<file path="src/rtl/muller_c_proj_core.sv">
// Clocked model of NCH two-input Muller C-elements with change pulses,
// saturating transition counters and a sticky invariant-violation flag.
module muller_c_proj_core #(
  parameter int NCH   = 3,
  parameter int CNT_W = 8
) (
  input  logic                 clk,
  input  logic                 rst_n,
  input  logic [2*NCH-1:0]     io_in,
  output logic [NCH-1:0]       c_out,
  output logic [NCH-1:0]       change,
  output logic [NCH*CNT_W-1:0] cnt_flat,
  output logic                 prop_fail
);

  logic [NCH-1:0]   a, b, c_next;
  logic [NCH-1:0]   c_q, c_prev, change_q;
  logic [NCH-1:0]   a_prev, b_prev;
  logic [CNT_W-1:0] cnt [NCH];
  logic             prop_fail_q, violation;

  always_comb begin
    a      = '0;
    b      = '0;
    c_next = '0;
    for (int unsigned k = 0; k < NCH; k++) begin
      a[k]      = io_in[2*k];
      b[k]      = io_in[2*k+1];
      c_next[k] = (a[k] == b[k]) ? a[k] : c_q[k];
    end
  end

  // Invariant check: the output produced on the last edge must be consistent
  // with the inputs that were sampled on that edge.
  always_comb begin
    violation = 1'b0;
    for (int unsigned k = 0; k < NCH; k++) begin
      if (a_prev[k] == b_prev[k]) begin
        if (c_q[k] != a_prev[k]) violation = 1'b1;
      end else begin
        if (c_q[k] != c_prev[k]) violation = 1'b1;
      end
    end
  end

  always_ff @(posedge clk or negedge rst_n) begin
    if (!rst_n) begin
      c_q         <= '0;
      c_prev      <= '0;
      change_q    <= '0;
      a_prev      <= '0;
      b_prev      <= '0;
      prop_fail_q <= 1'b0;
      for (int unsigned k = 0; k < NCH; k++) cnt[k] <= '0;
    end else begin
      c_q         <= c_next;
      c_prev      <= c_q;
      change_q    <= c_next ^ c_q;
      a_prev      <= a;
      b_prev      <= b;
      prop_fail_q <= prop_fail_q | violation;
      for (int unsigned k = 0; k < NCH; k++) begin
        if ((c_next[k] != c_q[k]) && (cnt[k] != '1)) cnt[k] <= cnt[k] + 1'b1;
      end
    end
  end

  always_comb begin
    cnt_flat = '0;
    for (int unsigned k = 0; k < NCH; k++) cnt_flat[k*CNT_W +: CNT_W] = cnt[k];
  end

  assign c_out     = c_q;
  assign change    = change_q;
  assign prop_fail = prop_fail_q;

endmodule

</file>
<file path="config.mk">
export PLATFORM = sky130hd
export DESIGN_NAME = muller_c_proj_core
export DESIGN_NICKNAME = d
export VERILOG_FILES = /design/src/rtl/muller_c_proj_core.sv
export SDC_FILE = /design/constraint.sdc
export NUM_CORES = 1
export LEC_CHECK = 0
export BUFFER_PORTS_ARGS = -buffer_cell sky130_fd_sc_hd__buf_2
export CORE_ASPECT_RATIO = 1.5
export CORE_MARGIN = 2
export CORE_UTILIZATION = 55
export CTS_BUF_LIST = sky130_fd_sc_hd__clkbuf_4
export DETAILED_ROUTE_END_ITERATION = 8
export PLACE_DENSITY_LB_ADDON = 0.12
export SLEW_MARGIN = 5
export SYNTH_ARGS = -nofsm -noshare
export SYNTH_HDL_FRONTEND = slang
export SYNTH_SLANG_ARGS = --single-unit
</file>
<file path="constraint.sdc">
create_clock -name clk -period 1.65 [get_ports clk]
set_input_delay 0.2475 -clock clk [delete_from_list [all_inputs] [get_ports clk]]
set_output_delay 0.2475 -clock clk [all_outputs]
set_load 0.01 [all_outputs]
</file>
==> summary.txt <==
Run status
  • Status: finished, final reports clean

Yosys
  • Syn Area/Cell: 12.4 um^2
  • Synth cell types: 35
  • Asr flop ratio synth: between 90% and 100%
  • Synth top cells by count: 40 x dfrtp_1, 9 x nand2_1, 9 x xor2_1
  • Top FF cell, synth: dfrtp_1
  • Post-synth top area cell: dfrtp_1
  • Top-count cell post-synth: dfrtp_1
  • Yosys reg bits: 40
  • Number of synthesized flops with an enable pin: 0
  • Yosys warnings: 0
  • Synth area leaders: dfrtp_1 58%, xor2_1 4.6%, mux2_2 3.9%
  • Synth top area share: around three fifths
  • Sequential area share after synthesis: 58.1%
  • Synthesized instance count: around 140
  • Synthesized area: around 1700 um^2
  • Syn nets: 150

Clock tree
  • Root buffer cell: clkbuf_4
  • Clock Latency Late Sink: 0.34 ns
  • CTS buffer count: 5
  • CTS Sinks: 40
  • Clk slew on worst S/H paths: 0.11 ns
  • Clock Tree Buf Depth: 2
  • CTS H-tree depth: 2
  • CTS tree: yes
  • Post-CTS Setup Inserts: 0

GRT
  • GRT Overall Usage: 19.2%
  • Antenna violations before repair: 0
  • Largest net degree at the start of global routing: 41
  • GRT overflow: 0
  • Vias in the first global route: 1,226
  • First-pass GRT wire length: ~5200 um

Floorplan
  • Ports: 39
  • Die X: 49.7 um
  • Die area: 3610 um^2
  • Site Rows: 24
  • Starting density of the core: 58.6%
  • Core area: between 2000 and 3000 um^2
  • Die Y: 72.6 um

Worst setup path
  • Critical path launch point type: register
  • CP Capture Type: register
  • Worst r2r path cells: 4
  • Worst endpoint data arrival time: 1.81 ns
  • Critical Path Start: cnt_flat[0]$_DFFE_PN0P_
  • Crit-path max cell delay: 0.42 ns
  • Critical path data required time: about 1.9 ns
  • Worst path slowest cell: dfrtp_1
  • Worst R2R Start: cnt_flat[0]$_DFFE_PN0P_
  • Crit path kind: register to register
  • Worst-path cell chain: ha_1, nand3_1, or3_4, mux2_4
  • Worst-path fanout max: 4

Detailed routing
  • DR WL met3: approximately 140 um
  • Drt drc: 0
  • Vias per cell: 5.46
  • Uppermost routed layer: met4
  • Routed wl met2: approximately 1600 um
  • Post-Route M1 WL: between 1000 and 1500 um
  • Starting DRT DRC Count: 27
  • Routed length per placed instance: 13.3 um
  • Detailed-route wire length: 3070 um
  • ANT nets after route: 0
  • Vias: about 1.3k
  • TritonRoute pass-1 iters: 4

Placement
  • Placed cell area: 2020 um^2
  • Dpl hpwl: approximately 2300 um
  • Placer Congestion: around 0.8
  • Port bufs: 38
  • Placed Cells: 223

Timing
  • F_max: 637 MHz
  • Tcrit/Tclk final: between 90% and 100%
  • Unrepaired setup endpoints after global routing: false
  • Final Hold Viols: 0
  • Slew @ Worst Pin: 0.480 ns
  • Fin Clk Skew: 0.00991 ns
  • Final Max Tran Viols: 0
  • Setup violations, final: 0
  • Fin Setup TNS: 0 ns
  • Slew Limit Headroom: 68.0%
  • Final worst path period need: around 1.6 ns

Final layout
  • Ant diodes: 0
  • Layout cells sized above 1: between 30% and 40%
  • Nets: between 200 and 250
  • P&R area growth vs syn: 20.8%
  • Layout Cells excl Fill: 232
  • Fin area: 2080 um^2
  • Post-layout util: 70.8%

Hold path
  • Min-delay src: io_in[4]
  • HP Class: input port to register
  • Hold depth: 1

Power
  • Worst vdd ir: 0.865 mV
  • Pwr per Cell Area: 1400 nW/um^2
  • Leak: between 1 and 1.5 nW

Run
  • Maxcap violations: 0
cells in the final DEF, fill, tap and decap left out, drive strengths merged:
master and instances:
xnor2 2, nand3 6, or3 1, dfrtp 40, a31oi 4, nor3b 1, mux2 10, or3b 1
maj3 6, nand4 7, o21a 1, dlygate4sd3 1, nor2b 1, or4 1, clkinv 3, nor4 1
o21ai 2, nand2 10, mux2i 1, a21oi 8, and3 5, nor2 3, o22ai 1, nor3 3
o22a 1, inv 2, and4 2, buf 45, nand3b 1, nand2b 6, xor2 9, clkbuf 5
ha 3
worst max-delay path, delay by kind of cell (launching register included):
family / cells / cell delay (ns)
and+or+nand+nor: 2 / 0.54
muxes: 1 / 0.30
DFF: 1 / 0.42
adders and majority gates: 1 / 0.21
logic make-up after synthesis:
logic type,after synthesis,share of synthesized area (%)
fa+ha+maj,9,5.66
simple gates,49,16.6
buf+inv,2,0.436
compound gates,17,6.31
flops,40,58.1
mux,11,7.33
xor+xnor,11,5.59
metrics by stage:
step	setup slack (ns)	hold WS [ns]	total power, mW
CTS	0.0185	0.0343	2.94
detailed placement	0.0416	0.337	2.48
finish	0.0789	0.0523	2.91
global route	0.0334	0.0183	3.13
floorplan	0.0850	-0.0481	2.04
global placement	0.116	0.321	2.43
path summary, 6_finish.rpt:
path | to | slack, ns
max | cnt_flat[6]$_DFFE_PN0P_ | 0.08
min | a_prev[2]$_DFF_PN0_ | 0.05
max reg2reg | cnt_flat[6]$_DFFE_PN0P_ | 0.08
min reg2reg | prop_fail$_DFF_PN0_ | 0.50
max in group asynchronous | a_prev[1]$_DFF_PN0_ | 0.82
min in group asynchronous | cnt_flat[7]$_DFFE_PN0P_ | 0.48
what timing repair did:
action / CTS / global route
hold endpoints to repair: 40 / 0
endpoints found under the setup margin: 0 / 1
hold buffers: 1 / 0
gates resized for setup: 0 / 1
where the power goes:
part	internal, mW	switching [mW]	total, mW	leakage (nW)
registers	1.23	0.284	1.52	0.488
logic	0.449	0.481	0.930	0.501
clock network	0.157	0.306	0.462	0.0324
flip-flops by register name, summed over array words and instances (netlist names):
| name | flops |
|---|---|
| cnt_flat | 24 |
| prop_fail | 1 |
| c_out | 3 |
| a_prev | 3 |
| c_prev | 3 |
| change | 3 |
| b_prev | 3 |
metal layers:
metal	up-vias	global-route usage [%]
li1	610	-
met1	625	21.2
met2	27	34.4
met3	4	6.35
met4	0	6.48
met5	-	0
layout make-up:
cell class,instances,area (um^2)
Timing Repair Buffer,46,253
Clock inverter,3,13.8
Fill cell,242,860
Sequential cell,40,1000
Clock buffer,5,37.5
Inverter,2,7.51
Tap cell,39,48.8
Multi-Input combinational cell,97,722
Note: power is estimated with default switching activity, not from simulation.
